===== src/rtl/mux_arb_if.sv =====
// Stream bundle for mux_arb: N_CH valid/ready/last input channels, one registered output channel, plus sel.
// Valid/ready rule on every channel: a beat moves on a rising edge where valid and ready are both high; valid never waits on ready.
interface mux_arb_if #(
  parameter int WIDTH = 8,
  parameter int N_CH  = 4
);
  localparam int CH_W = (N_CH > 1) ? $clog2(N_CH) : 1;

  logic [N_CH*WIDTH-1:0] in_data;
  logic [N_CH-1:0]       in_valid;
  logic [N_CH-1:0]       in_last;
  logic [N_CH-1:0]       in_ready;
  logic [CH_W-1:0]       sel;
  logic [WIDTH-1:0]      out_data;
  logic [CH_W-1:0]       out_ch;
  logic                  out_last;
  logic                  out_valid;
  logic                  out_ready;

  modport master (
    output in_data, in_valid, in_last, sel, out_ready,
    input  in_ready, out_data, out_ch, out_last, out_valid
  );

  modport slave (
    input  in_data, in_valid, in_last, sel, out_ready,
    output in_ready, out_data, out_ch, out_last, out_valid
  );
endinterface


===== src/rtl/mux_arb.sv =====
// Registered N-channel stream mux with round-robin / fixed-priority / external-select arbitration.
// A grant is held for a whole packet (until last); state_o is high while a packet is open.
module mux_arb #(
  parameter int WIDTH = 8,
  parameter int N_CH  = 4,
  parameter int MODE  = 0
) (
  input  logic     clk,
  input  logic     rst,
  mux_arb_if.slave bus,
  output logic     state_o
);
  localparam int CH_W = (N_CH > 1) ? $clog2(N_CH) : 1;

  typedef enum logic {ARB = 1'b0, LOCK = 1'b1} state_e;

  state_e           state_q, state_d;
  logic [CH_W-1:0]  lock_ch_q, lock_ch_d;
  logic [CH_W-1:0]  ptr_q, ptr_d;
  logic [CH_W-1:0]  grant_ch;
  logic             grant_any;
  logic             load, xfer;
  logic             beat_valid, beat_last;
  logic [WIDTH-1:0] beat_data;
  logic [WIDTH-1:0] out_data_q;
  logic [CH_W-1:0]  out_ch_q;
  logic             out_last_q, out_valid_q;

  assign load = !out_valid_q || bus.out_ready;

  // Loops run in reverse search order so the last hit is the winner.
  always_comb begin : arbiter
    int idx;
    idx       = 0;
    grant_any = 1'b0;
    grant_ch  = '0;
    if (state_q == LOCK) begin
      grant_any = 1'b1;
      grant_ch  = lock_ch_q;
    end else if (MODE == 0) begin
      for (int k = N_CH; k >= 1; k--) begin
        idx = (int'(ptr_q) + k) % N_CH;
        if (bus.in_valid[idx]) begin
          grant_any = 1'b1;
          grant_ch  = CH_W'(idx);
        end
      end
    end else if (MODE == 1) begin
      for (int i = N_CH - 1; i >= 0; i--) begin
        if (bus.in_valid[i]) begin
          grant_any = 1'b1;
          grant_ch  = CH_W'(i);
        end
      end
    end else if (int'(bus.sel) < N_CH) begin
      for (int i = 0; i < N_CH; i++) begin
        if (bus.sel == CH_W'(i) && bus.in_valid[i]) begin
          grant_any = 1'b1;
          grant_ch  = CH_W'(i);
        end
      end
    end
  end

  always_comb begin : beat_mux
    beat_valid = 1'b0;
    beat_last  = 1'b0;
    beat_data  = '0;
    for (int i = 0; i < N_CH; i++) begin
      if (grant_ch == CH_W'(i)) begin
        beat_valid = bus.in_valid[i];
        beat_last  = bus.in_last[i];
        beat_data  = bus.in_data[i*WIDTH +: WIDTH];
      end
    end
  end

  assign xfer = !rst && grant_any && load && beat_valid;

  always_comb begin : ready_gen
    bus.in_ready = '0;
    for (int i = 0; i < N_CH; i++) begin
      bus.in_ready[i] = !rst && grant_any && load && (grant_ch == CH_W'(i));
    end
  end

  always_comb begin : fsm_next
    state_d   = state_q;
    lock_ch_d = lock_ch_q;
    ptr_d     = ptr_q;
    if (xfer) begin
      ptr_d = grant_ch;
      if (state_q == ARB && !beat_last) begin
        state_d   = LOCK;
        lock_ch_d = grant_ch;
      end else if (state_q == LOCK && beat_last) begin
        state_d = ARB;
      end
    end
  end

  always_ff @(posedge clk) begin
    if (rst) begin
      state_q     <= ARB;
      lock_ch_q   <= '0;
      ptr_q       <= CH_W'(N_CH - 1);
      out_data_q  <= '0;
      out_ch_q    <= '0;
      out_last_q  <= 1'b0;
      out_valid_q <= 1'b0;
    end else begin
      state_q   <= state_d;
      lock_ch_q <= lock_ch_d;
      ptr_q     <= ptr_d;
      if (load) begin
        out_valid_q <= xfer;
        if (xfer) begin
          out_data_q <= beat_data;
          out_ch_q   <= grant_ch;
          out_last_q <= beat_last;
        end
      end
    end
  end

  assign bus.out_data  = out_data_q;
  assign bus.out_ch    = out_ch_q;
  assign bus.out_last  = out_last_q;
  assign bus.out_valid = out_valid_q;
  assign state_o       = (state_q == LOCK);
endmodule

===== src/flat_wrapper.sv =====
// flat-port wrapper written by rule: the top's interface ports become plain ports
module mux_arb_flat 
#(
  parameter int WIDTH = 8,
  parameter int N_CH  = 4,
  parameter int MODE  = 0
)
  (clk, rst, state_o, bus_in_data, bus_in_valid, bus_in_last, bus_sel, bus_out_ready, bus_in_ready, bus_out_data, bus_out_ch, bus_out_last, bus_out_valid);
  mux_arb_if #(.WIDTH(WIDTH), .N_CH(N_CH)) bus_i ();
  input  logic clk;
  input  logic rst;
  output logic state_o;
  input wire logic [$bits(bus_i.in_data)-1:0] bus_in_data;
  input wire logic [$bits(bus_i.in_valid)-1:0] bus_in_valid;
  input wire logic [$bits(bus_i.in_last)-1:0] bus_in_last;
  input wire logic [$bits(bus_i.sel)-1:0] bus_sel;
  input wire logic [$bits(bus_i.out_ready)-1:0] bus_out_ready;
  output wire logic [$bits(bus_i.in_ready)-1:0] bus_in_ready;
  output wire logic [$bits(bus_i.out_data)-1:0] bus_out_data;
  output wire logic [$bits(bus_i.out_ch)-1:0] bus_out_ch;
  output wire logic [$bits(bus_i.out_last)-1:0] bus_out_last;
  output wire logic [$bits(bus_i.out_valid)-1:0] bus_out_valid;
  assign bus_i.in_data = bus_in_data;
  assign bus_i.in_valid = bus_in_valid;
  assign bus_i.in_last = bus_in_last;
  assign bus_i.sel = bus_sel;
  assign bus_i.out_ready = bus_out_ready;
  assign bus_in_ready = bus_i.in_ready;
  assign bus_out_data = bus_i.out_data;
  assign bus_out_ch = bus_i.out_ch;
  assign bus_out_last = bus_i.out_last;
  assign bus_out_valid = bus_i.out_valid;
  mux_arb #(.WIDTH(WIDTH), .N_CH(N_CH), .MODE(MODE)) u_core (.clk(clk), .rst(rst), .bus(bus_i), .state_o(state_o));
endmodule

===== config.mk =====
export PLATFORM = sky130hd
export DESIGN_NAME = mux_arb_flat
export DESIGN_NICKNAME = d
export VERILOG_FILES = /design/src/rtl/mux_arb_if.sv /design/src/rtl/mux_arb.sv /design/src/flat_wrapper.sv
export SDC_FILE = /design/constraint.sdc
export NUM_CORES = 1
export LEC_CHECK = 0
export ABC_CLOCK_PERIOD_IN_PS = 2300
export BUFFER_PORTS_ARGS = -buffer_cell sky130_fd_sc_hd__buf_2
export CORE_ASPECT_RATIO = 0.75
export CORE_MARGIN = 4
export CORE_UTILIZATION = 41
export DETAILED_ROUTE_END_ITERATION = 7
export GPL_TIMING_DRIVEN = 0
export HOLD_SLACK_MARGIN = 0.03
export PLACE_DENSITY = 0.76
export SLEW_MARGIN = 20
export SYNTH_ARGS = -nofsm -noshare
export SYNTH_HDL_FRONTEND = slang
export SYNTH_SLANG_ARGS = --single-unit

===== constraint.sdc =====
create_clock -name clk -period 2.3 [get_ports clk]
set_clock_uncertainty 0.15 [all_clocks]
set_input_delay 0.23 -clock clk [delete_from_list [all_inputs] [get_ports clk]]
set_output_delay 0.23 -clock clk [all_outputs]
set_load 0.01 [all_outputs]

==> results list, run 1 <==
- Status: finished, violations left
- The final reports fail on negative setup slack.
* Setup repair after global routing missed its margin: yes
- TritonCTS built the clock tree.
- Reported net switching power: slightly above 0.9 mW
- The tool flagged a number of max-cap violations equal to 0.
- TritonCTS buffer count: 3
* Switch share: 0.402
- Cell internal power was estimated by the tool at roughly 1.4 mW.
* Number of remaining DRC errors: 0
* Maximum vdd ir drop: around 0.00058 V
- Vias per inst: 5.40
- Post-detailed-route count of antenna-violating nets: 0
* Number of max-slew violations in the final report: 0
- The first global-routing pass estimated 6.04 mm of wire.
- Standard-cell rows: 16
- After clock tree synthesis, the clock-pin slew on the worst setup and hold paths is ~0.07 ns.
- The compound-cell area share of the yosys netlist was 0.150.
- Die Footprint: around 4000 um^2
* Data arrival time at the worst-slack endpoint: about 2.4 ns
- Number of failing setup endpoints in the final timing report: 6
- Of the post-synthesis cell area, the part taken by muxes is 0.354.
* Share of total power in sequential cells: 0.220
- The synthesized netlist occupies a cell area of about 1200 um^2.
- In the global route stage, overall resource usage came out at 0.186.
- Crit Path Class: flip-flop to flip-flop
- Clock Power Share: 0.099
* Xor/xnor cell area share of the yosys netlist: 0
* Sequential cell area: roughly 350 um^2
- Across all setup checks in the final design, the least slack found is -0.103 ns.
* Worst hold-check path type: input port to flip-flop
- Gate power share: 0.681
- Total nets after synthesis: about 180
- In the final layout, the share of cells above drive strength 1 is 0.556.
- Post-Route WL: between 3 and 4 mm
- Routed WL per cell: between 15 and 20 um
- At the end of the flow, the number of nets in the layout was 254.
* Port Buffer Count: between 50 and 60
* Post-layout util: 0.676
- Clock latency on the worst-skew pair, taken at its later pin, is about 0.25 ns.
- By area, the combinational part of the netlist is dominated by multiplexers.
* Seq/Total Area, Yosys: 0.275
* Placeable core region: 2740 um^2
- The initial antenna violation count came to 0.
* Level count of the clock H-tree: 1
* Total area of multi-input combinational cells: about 920 um^2
* Yosys top cell by area: sky130_fd_sc_hd__dfxtp_1
- Measured along the x axis, the die boundary spans around 71 um.
- Data required, critical path: between 2 and 2.5 ns
- For the pin with the worst max-slew slack, the measured transition is between 0.4 and 0.5 ns.
- The clock passes through at most 2 buffers.
* Startpoint type of the worst setup path: flip-flop
- Top post-synthesis cells by area: sky130_fd_sc_hd__dfxtp_1 28%, sky130_fd_sc_hd__mux2i_1 25%, sky130_fd_sc_hd__mux2_2 9.1%
- Final hold analysis gives a worst-case slack of about 0.055 ns.
* Vias in the first global route: about 1,300
- Dividing the final minimum period by the clock period gives 1.04.
- Clock Sinks: 17
* Lkg Pwr: slightly above 0.9 nW
* Fmax: between 400 and 500 MHz
- Area share of and/or/nand/nor cells after synthesis: 0.145
* Count of endpoints failing hold in the final timing report: 0
* Unique cell type count in the Yosys netlist: 35
- CP Max Fanout: 6
- Prior to clock tree synthesis, the placed netlist has a worst setup slack of -0.334 ns.
- For this run the aggregate overflow at the end of global routing stands at 0.
- Proportion of netlist area held by the largest area contributor: 0.275
- Largest net degree at the start of global routing: 11
- For this block, the via count after detailed routing is 1,313.
- Post-synthesis register bit count: 17
- Measured against its own limit, the worst slew margin works out to 0.698.
- Ratio of total power to cell area: 1240 nW/um^2
- Diodes inserted: 0
- Share of synthesized cell area in full adder, half adder and majority cells: 0.0101
- FILL cells: ~220
- Time the final worst path needs with I/O delays and setup: 2.40 ns
- Height of the chip: between 50 and 60 um
* Number of violations reported at the end of detailed-routing iteration 0: 76
* Number of iterations in the first detailed-routing pass: 4
- For this design the top-level I/O count stands at between 60 and 70.
- From synthesis to final layout, the design area changed by 50.0%.
- Routability cong.: between 0.8 and 0.9
- Post-Synthesis Cells: 130
- Mean instance size in the synthesized netlist: 9.51 um^2
- The initial utilization of the core area, before any placement, comes to 0.451.
- HPWL after DPL: around 2.7 mm
* Synthesis Warnings: 0
- Clock root cell: sky130_fd_sc_hd__clkbuf_8
- STA classifies the critical path endpoint as a flip-flop.
## layout make-up
cell class | count | share of cell area
Multi-Input combinational cell | 99 | 0.494
Clock buffer | 4 | 0.0243
Sequential cell | 17 | 0.187
Buffer | 6 | 0.0371
Timing Repair Buffer | 73 | 0.216
Inverter | 8 | 0.0175
Tap cell | 36 | 0.0243
## through the flow
step / instances / total power [mW] / setup TNS (ns) / cell area (um^2)
floorplan: 130 / 1.45 / -0.223 / 1290
global placement: 225 / 1.73 / -2.60 / 1630
detailed placement: 225 / 1.77 / -3.64 / 1630
CTS: 240 / 2.19 / -0.0827 / 1790
global route: 243 / 2.45 / -1.26 / 1850
finish: 243 / 2.30 / -0.309 / 1850
## power by group through the flow
stage	Clock, mW	Sequential [mW]	Combinational [mW]
after global routing	0.252	0.523	1.68
after floorplan	0	0.550	0.901
after detailed placement	0	0.505	1.27
final	0.228	0.507	1.57
after CTS	0.232	0.505	1.46
after global placement	0	0.500	1.23
## final timing paths
check	from	endpoint	slack, ns	cells after the start
setup / recovery	u_core.ptr_q[1]$_SDFFE_PP1P_	u_core.lock_ch_q[0]$_SDFFE_PP0P_	-0.10	12
hold / removal	rst	u_core.lock_ch_q[1]$_SDFFE_PP0P_	0.05	2
setup reg to reg	u_core.ptr_q[1]$_SDFFE_PP1P_	u_core.lock_ch_q[0]$_SDFFE_PP0P_	-0.10	12
hold reg to reg	u_core.bus.out_data[4]$_SDFFE_PP0P_	u_core.bus.out_data[4]$_SDFFE_PP0P_	0.31	2
## what timing repair did
action | in CTS | in global routing
gates cloned | 0 | 0
setup buffers | 11 | 3
setup endpoints to repair | 18 | 19
hold buffers | 0 | 0
resized for setup | 10 | 12
pin swaps | 7 | 5
## state kept, by name, summed over array words and instances, names as in the netlist
signal                count
u_core.lock_ch_q          2
u_core.bus.out_ch         2
u_core.ptr_q              2
u_core.bus.out_data       8
u_core.state_o            1
u_core.bus.out_last       1
u_core.bus.out_valid      1
## synth_stat cells, drive strengths merged
| library cell | n |
|---|---|
| nor3b | 1 |
| buf | 4 |
| o221ai | 2 |
| mux2i | 31 |
| nand4 | 1 |
| nor4 | 1 |
| a211oi | 1 |
| o21ai | 2 |
| nor2 | 3 |
| o211ai | 2 |
| nand2 | 17 |
| ha | 1 |
| dfxtp | 17 |
| a32oi | 1 |
| a2bb2oi | 1 |
| nor3 | 7 |
| clkbuf | 2 |
| nor2b | 2 |
| nand2b | 2 |
| and3 | 1 |
| o311ai | 1 |
| a21oi | 6 |
| inv | 8 |
| a211o | 1 |
| mux2 | 11 |
| or4 | 1 |
| a21boi | 2 |
| a22oi | 1 |
## layout by cell type, fill, tap and decap left out, types with 3 or more instances in the layout
cell / count
sky130_fd_sc_hd__inv_1: 7
sky130_fd_sc_hd__mux2i_1: 31
sky130_fd_sc_hd__nor3_1: 5
sky130_fd_sc_hd__dfxtp_1: 14
sky130_fd_sc_hd__buf_2: 59
sky130_fd_sc_hd__buf_4: 14
sky130_fd_sc_hd__a21oi_1: 4
sky130_fd_sc_hd__mux2_2: 8
sky130_fd_sc_hd__mux2_4: 3
sky130_fd_sc_hd__clkbuf_8: 3
sky130_fd_sc_hd__nand2_1: 16
sky130_fd_sc_hd__buf_6: 4
## critical path: stages (launching register included)
cell	delay, ns
sky130_fd_sc_hd__dfxtp_4	0.36
sky130_fd_sc_hd__buf_4	0.15
sky130_fd_sc_hd__nand2_4	0.06
sky130_fd_sc_hd__a32oi_4	0.05
sky130_fd_sc_hd__o311ai_4	0.34
sky130_fd_sc_hd__buf_4	0.18
sky130_fd_sc_hd__mux2i_1	0.07
sky130_fd_sc_hd__mux2_4	0.28
sky130_fd_sc_hd__ha_4	0.18
sky130_fd_sc_hd__inv_4	0.06
sky130_fd_sc_hd__nor3_4	0.04
sky130_fd_sc_hd__a22oi_2	0.17
sky130_fd_sc_hd__mux2i_1	0.22
## routing by layer
layer / up-vias / GRT usage / share of wire / routed length (um)
met1: 632 / 0.220 / 0.40 / 1580
met2: 47 / 0.330 / 0.51 / 1990
li1: 623 / - / - / -
met3: 11 / 0.0598 / 0.064 / 251
met4: 0 / 0.0295 / 0.021 / 81
met5: - / 0 / 0 / 0
## cell families (layout without fill, tap and decap cells)
| group | count (synthesis) | count (layout) |
|---|---|---|
| mux | 42 | 42 |
| simple gates | 36 | 36 |
| compound gates | 20 | 20 |
| flops | 17 | 17 |
| buf+inv | 14 | 91 |
| fa+ha+maj | 1 | 1 |
(Power assumes the default switching activity.)
==> run 2, diff against run 1 <==
CTS_CLUSTER_DIAMETER = 120   (was default)
TNS_END_PERCENT = 5   (was default)
==> run 2 against run 1 <==
Net effect:
- the flow still finishes with violations (negative setup slack)
- maximum frequency is 2.6% higher
- total power shrank 1.5%
- routed wire length fell by 0.59%
- cell count decreased by 0.82%
- global-route usage grew 1.1 points
- sequential share of layout area increased by 0.10 points
- count of clock-buffer cells in the layout is the same
- final area down 0.54%
- critical path type unchanged
==> results list, run 2 (same netlist as run 1, synthesis figures left out) <==
* Number of violations reported at the end of detailed-routing iteration 0: around 140
- Routed WL per cell: 16.1 um
- In this run the standard cell core region covers between 2000 and 3000 um^2.
- In the post-route analysis, the smallest setup slack over all paths is -0.0431 ns.
- Layout Area Growth over Synthesis: 49.2%
* HPWL after DPL: roughly 2.8 mm
- Ratio of total power to cell area: roughly 1200 nW/um^2
- Most used cells in the layout excluding fill and tap cells: 59 x sky130_fd_sc_hd__buf_2, 31 x sky130_fd_sc_hd__mux2i_1, 17 x sky130_fd_sc_hd__nand2_1
* Tightest slew margin relative to the limit: 0.678
* Final Power: between 2 and 2.5 mW
- Clock Sinks: 17
- CP Capture Type: flip-flop
* Internal reg-to-reg setup slack: -0.04 ns
- Vias in the first global route: roughly 1,300
* Sequential cell area: 347 um^2
- Count of endpoints failing hold in the final timing report: 0
- FILL cells: 229
- The detail route stage leaves a number of antenna-violating nets equal to 0.
* TritonCTS buffer count: 3
* TritonCTS clock tree: done
* Total global routing overflow: 0
- Number of max-slew violations in the final report: 0
- In this run the critical register-to-register path is captured at u_core.bus.out_ch[0]$_SDFFE_PP0P_.
* Total routing resource utilization after global routing: 0.197
- Routed vias: 1,287
- Share of the clock period used by the worst path: 1.02
* Routability cong.: around 0.85
- After detailed routing, the number of vias per cell comes to roughly 5.3.
* Die Footprint: just under 4000 um^2
- Level count of the clock H-tree: 1
* First element of the critical path: u_core.ptr_q[1]$_SDFFE_PP1P_
- The startpoint identified for the worst register-to-register timing path is u_core.ptr_q[1]$_SDFFE_PP1P_.
- Timing analysis after detailed placement gives a worst setup slack of -0.349 ns.
- Starting Density: 0.451
- Horiz. Die Dim: slightly above 70 um
- At the end of the flow, the number of nets in the layout was about 250.
* Worst Max-Slew Pin Slew: 0.483 ns
* Number of cells traversed by the worst register-to-register path: 9
- Clock root cell: sky130_fd_sc_hd__clkbuf_8
- The final layout contains routed wiring with a total length of between 3 and 4 mm.
- Max-cap check violation count: 0
- Total area of multi-input combinational cells: between 900 and 1000 um^2
- Worst hold-check path type: input port to flip-flop
* Data required, critical path: around 2.3 ns
- In this run the tool buffered the top-level ports with between 50 and 60 buffer cells.
* Worst setup endpoint: u_core.bus.out_ch[0]$_SDFFE_PP0P_
- Once layout is complete, the utilization of the core stands at 0.672.
- Fmax: 427 MHz
- Startpoint type of the worst setup path: flip-flop
- Largest net degree at the start of global routing: 11
- Counting I/O delays and the setup requirement, the final critical path takes 2.34 ns.
* Diodes inserted: 0
- Buffer depth of the longest clock path: 2
* Number of iterations in the first detailed-routing pass: 4
- Setup violations remaining at the end of the flow were counted as 17.
- Hold is met by ~0.040 ns.
- Number of I/O pins: 62
* Maximum vdd ir drop: 0.000601 V
- Data arrival time at the worst-slack endpoint: between 2 and 2.5 ns
- Clock edge transition at the registers on the reported setup and hold paths: approximately 0.070 ns
- The register with the most flip-flops in the layout has 8 of them.
- Status: finished, violations left
- Setup repair after global routing missed its margin: yes
- The number of hold buffers added after CTS was 0.
* CP Max Fanout: 7
- The die is 55.6 um tall.
* Standard-cell rows: 16
* Number of remaining DRC errors: 0
- Failing checks: negative setup slack
- The clock reaches the later pin of the worst-skew pair after around 0.25 ns.
- The initial antenna violation count is 0.
- The worst setup path is of the flip-flop to flip-flop kind.
* Global-route wire length before repair: 6.23 mm
* Most common cell after layout, fill and taps aside: sky130_fd_sc_hd__buf_2
- Lkg Pwr: roughly 0.9 nW
* Fraction of layout instances using a drive strength above 1: 0.537
[run 2: cell types whose count changed in the layout (fill, tap and decap cells not counted), sizes merged]
cell | previous run | this run
buf | 78 | 75
clkbuf | 5 | 6
[run 2: critical path, cell delays in order (launching register included)]
cell                       delay (ns)
sky130_fd_sc_hd__dfxtp_4         0.38
sky130_fd_sc_hd__nand2b_4        0.15
sky130_fd_sc_hd__a32oi_4         0.10
sky130_fd_sc_hd__o311ai_4        0.31
sky130_fd_sc_hd__buf_4           0.21
sky130_fd_sc_hd__mux2_4          0.36
sky130_fd_sc_hd__a21oi_4         0.17
sky130_fd_sc_hd__buf_6           0.13
sky130_fd_sc_hd__buf_16          0.11
sky130_fd_sc_hd__mux2i_1         0.18
[run 2: routing by layer]
metal | global-route usage | share of wire | vias to the layer above
met5 | 0 | 0 | -
met4 | 0.0536 | 0.016 | 0
met1 | 0.216 | 0.38 | 584
met3 | 0.0797 | 0.098 | 10
met2 | 0.347 | 0.51 | 70
li1 | - | - | 623
[run 2: cell type report]
| cell class | instances | share of cell area |
|---|---|---|
| timing repair buffer | 71 | 0.224 |
| inverter | 8 | 0.0163 |
| buffer | 6 | 0.0332 |
| clock buffer | 4 | 0.0244 |
| sequential | 17 | 0.188 |
| multi-input combinational | 99 | 0.490 |
| tap | 36 | 0.0244 |
[run 2: stage by stage]
stage / cells / setup TNS, ns / cell area [um^2]
floorplan: 130 / -0.918 / 1290
global placement: 225 / -3.06 / 1630
detailed placement: 225 / -4.31 / 1630
CTS: 241 / -0.0889 / 1820
global route: 241 / -2.10 / 1840
finish: 241 / -0.400 / 1840
[run 2: how the worst min path moves through the flow]
stage,cells past startpoint,endpoint,start,slack [ns]
floorplan,1,u_core.bus.out_valid$_SDFFE_PP0N_,rst,0.15
global placement,2,u_core.bus.out_ch[0]$_SDFFE_PP0P_,u_core.bus.out_ch[0]$_SDFFE_PP0P_,0.29
detailed placement,2,u_core.bus.out_data[7]$_SDFFE_PP0P_,u_core.bus.out_data[7]$_SDFFE_PP0P_,0.30
CTS,2,u_core.bus.out_valid$_SDFFE_PP0N_,rst,0.04
global route,2,u_core.bus.out_valid$_SDFFE_PP0N_,rst,0.04
finish,2,u_core.bus.out_valid$_SDFFE_PP0N_,rst,0.04
[run 2: timing repair]
| action | 4_1_cts | 5_1_grt |
|---|---|---|
| setup endpoints to repair | 19 | 19 |
| pin swaps | 8 | 0 |
| gates cloned | 1 | 0 |
| setup buffers | 11 | 0 |
| resized for setup | 13 | 4 |
[run 2: power breakdown]
| part | internal [mW] | switching (mW) | total (mW) |
|---|---|---|---|
| Combinational | 0.807 | 0.731 | 1.54 |
| Sequential | 0.429 | 0.0769 | 0.506 |
| Clock | 0.123 | 0.102 | 0.225 |
==> run 3, diff against run 2 <==
BUFFER_PORTS_ARGS = -buffer_cell sky130_fd_sc_hd__buf_4   (was -buffer_cell sky130_fd_sc_hd__buf_2)
CELL_PAD_IN_SITES_DETAIL_PLACEMENT = 0   (was default)
CELL_PAD_IN_SITES_GLOBAL_PLACEMENT = 2   (was default)
CORE_UTILIZATION = 23   (was 41)
==> run 3 against run 2 <==
Net effect:
- the flow still finishes with violations (negative setup slack)
- largest cell class unchanged
- sequential power about the same
- critical path depth increased by 2
- combinational power decreased by 3%
- setup slack got worse by 0.034 ns
- register-to-register slack got worse by 0.03 ns
- non-clock buffer count decreased by 5
==> results list, run 3 (same netlist as run 1, synthesis figures left out) <==
* Switch share: 0.394
* Top Usage Layer GRT: met2
- In the layout the commonest cells are 66 x sky130_fd_sc_hd__buf_4, 31 x sky130_fd_sc_hd__mux2i_1, 17 x sky130_fd_sc_hd__nand2_1.
- Clock tree synthesis selected as its root buffer the cell sky130_fd_sc_hd__clkbuf_8.
- Entering global routing, the biggest net connects 11 pins.
- Fmax: roughly 420 MHz
- Once layout is complete, the utilization of the core stands at 0.393.
* Number of violations reported at the end of detailed-routing iteration 0: 39
- The die is a little over 70 um tall.
* Setup repair after global routing missed its margin: yes
* Number of iterations in the first detailed-routing pass: 4
- First element of the critical path: u_core.ptr_q[1]$_SDFFE_PP1P_
* Internal power: 1.36 mW
* Count of endpoints failing hold in the final timing report: 0
- TritonCTS clock tree: done
- Maximum vdd ir drop: 0.000468 V
- Standard-cell rows: 22
* Time the final worst path needs with I/O delays and setup: roughly 2.4 ns
* Tightest slew margin relative to the limit: 0.670
- Startpoint type of the worst setup path: flip-flop
* Clock edge transition at the registers on the reported setup and hold paths: roughly 0.070 ns
- STA classifies the critical path endpoint as a flip-flop.
- The total overflow left after global routing is 0.
* Status: finished, violations left
- The initial antenna violation count came to 0.
- Routability cong.: ~0.74
- The first global-routing pass estimated 6.31 mm of wire.
- Worst Max-Slew Pin Slew: between 0.4 and 0.5 ns
* Clock Power Share: 0.103
- The region available for standard cell placement spans a little over 5000 um^2.
- Share of the clock period used by the worst path: 1.03
* Die Footprint: roughly 6600 um^2
- Final hold slack: between 0.2 and 0.25 ns
- Critical hold path startpoint: bus_out_ready
- The via count of the first global-routing pass came to 1,263.
- Detailed placement finished with a half-perimeter wire length of approximately 3.1 mm.
- Lkg Pwr: about 0.94 nW
- Along the worst path, the maximum fanout reaches 7.
- Global routing met2 resource utilization: 0.197
- The register with the most flip-flops in the layout has 8 of them.
* Number of remaining DRC errors: 0
- Number of nets in the finished design: between 200 and 250
- Number of I/O pins: between 60 and 70
- In this run the remaining antenna-violating nets after routing total 0.
- Max-cap check violation count: 0
- In the global route stage, overall resource usage came out at 0.118.
* Worst hold-check path type: input port to flip-flop
- By startpoint and endpoint, the worst setup path is classified as flip-flop to flip-flop.
- Total power for the finished layout comes to between 2 and 2.5 mW.
- Once routing completed, OpenROAD measured the worst setup slack at -0.0770 ns.
- Routing usage on met3: 0.0199
- Starting Density: 0.245
- Of the total power, registers draw 0.226.
- Global-route met1 utilization: 0.162
* TritonCTS buffer count: 3
* Layout Area Growth over Synthesis: 60.2%
* Horiz. Die Dim: about 90 um
- Port Buffer Count: approximately 60
* Data required, critical path: ~2.3 ns
- Clock Latency Late Sink: 0.26 ns
* Data arrival time at the worst-slack endpoint: between 2 and 2.5 ns
- Post-Route WL: ~3.9 mm
- Routed WL per cell: 14.2 um
- Vias per inst: between 4 and 5
* Gate power share: 0.671
* Dpl ws: -0.431 ns
- Routed vias: roughly 1,200
- Adding up every negative setup slack in the final design gives -0.475 ns.
- Buffer depth of the longest clock path: 2
- Failing checks: negative setup slack
- Leaving out fill and tap cells, the most frequent cell in the layout is sky130_fd_sc_hd__buf_4.
- Number of max-slew violations in the final report: 0
- Ratio of total power to cell area: between 1000 and 1500 nW/um^2
* Origin of the critical flop-to-flop path: u_core.ptr_q[1]$_SDFFE_PP1P_
- Setup violations remaining at the end of the flow were counted as 13.
- Clock Sinks: 17
- Fraction of layout instances using a drive strength above 1: 0.510
- CTS built an H-tree with a depth of 1.
* Diodes inserted: 0
* Reported net switching power: between 0.8 and 0.9 mW
-- run 3: changes by cell type in the layout (fill, tap and decap cells not counted), sizes merged --
| cell | before | now |
|---|---|---|
| buf | 75 | 69 |
| dlygate4sd3 | 0 | 1 |
-- run 3: layout make-up --
cell class | count | area, um^2
buffer | 6 | 61.3
timing repair buffer | 66 | 498
multi-input combinational | 99 | 908
inverter | 8 | 32.5
clock buffer | 4 | 45.0
fill | 511 | 3060
sequential | 17 | 345
tap | 72 | 90.1
-- run 3: critical path, cell delays in order, from the launching register on --
cell and delay [ns]:
sky130_fd_sc_hd__dfxtp_4 0.39, sky130_fd_sc_hd__nand2b_4 0.15, sky130_fd_sc_hd__a32oi_4 0.11, sky130_fd_sc_hd__o311ai_4 0.34, sky130_fd_sc_hd__buf_4 0.18, sky130_fd_sc_hd__mux2i_1 0.06, sky130_fd_sc_hd__mux2_4 0.28, sky130_fd_sc_hd__ha_4 0.17
sky130_fd_sc_hd__inv_4 0.06, sky130_fd_sc_hd__nor3_2 0.04, sky130_fd_sc_hd__a22oi_1 0.18, sky130_fd_sc_hd__mux2i_1 0.20
-- run 3: per-stage QoR --
| step | area, um^2 | std cells |
|---|---|---|
| after floorplan | 1290 | 130 |
| after global placement | 1820 | 261 |
| after detailed placement | 1820 | 261 |
| after CTS | 1980 | 272 |
| after global routing | 1980 | 272 |
| final | 1980 | 272 |
-- run 3: power groups by stage --
| stage | clock (mW) | sequential, mW | combinational [mW] |
|---|---|---|---|
| floorplan | 0 | 0.548 | 0.901 |
| global placement | 0 | 0.504 | 1.36 |
| detailed placement | 0 | 0.509 | 1.39 |
| CTS | 0.241 | 0.508 | 1.52 |
| global route | 0.250 | 0.525 | 1.63 |
| finish | 0.231 | 0.508 | 1.50 |
-- run 3: worst paths after layout --
check	endpoint	slack [ns]	depth (start not counted)
worst min-delay path	u_core.bus.out_valid$_SDFFE_PP0N_	0.24	3
worst max register to register	u_core.lock_ch_q[0]$_SDFFE_PP0P_	-0.08	11
worst min register to register	u_core.bus.out_data[3]$_SDFFE_PP0P_	0.32	2
worst max-delay path	u_core.lock_ch_q[0]$_SDFFE_PP0P_	-0.08	11
-- run 3: what timing repair did --
| item | CTS | global route |
|---|---|---|
| endpoints found under the setup margin | 19 | 19 |
| setup buffers | 6 | 0 |
| resized for setup | 13 | 0 |
| hold endpoints to repair | 3 | 0 |
| pin swaps | 9 | 1 |
| hold buffers | 1 | 0 |
-- run 3: per-layer routing --
metal | part of all wire | vias to the layer above
li1 | - | 612
met4 | 0.0041 | 0
met1 | 0.47 | 593
met3 | 0.033 | 2
met5 | 0 | -
met2 | 0.49 | 27
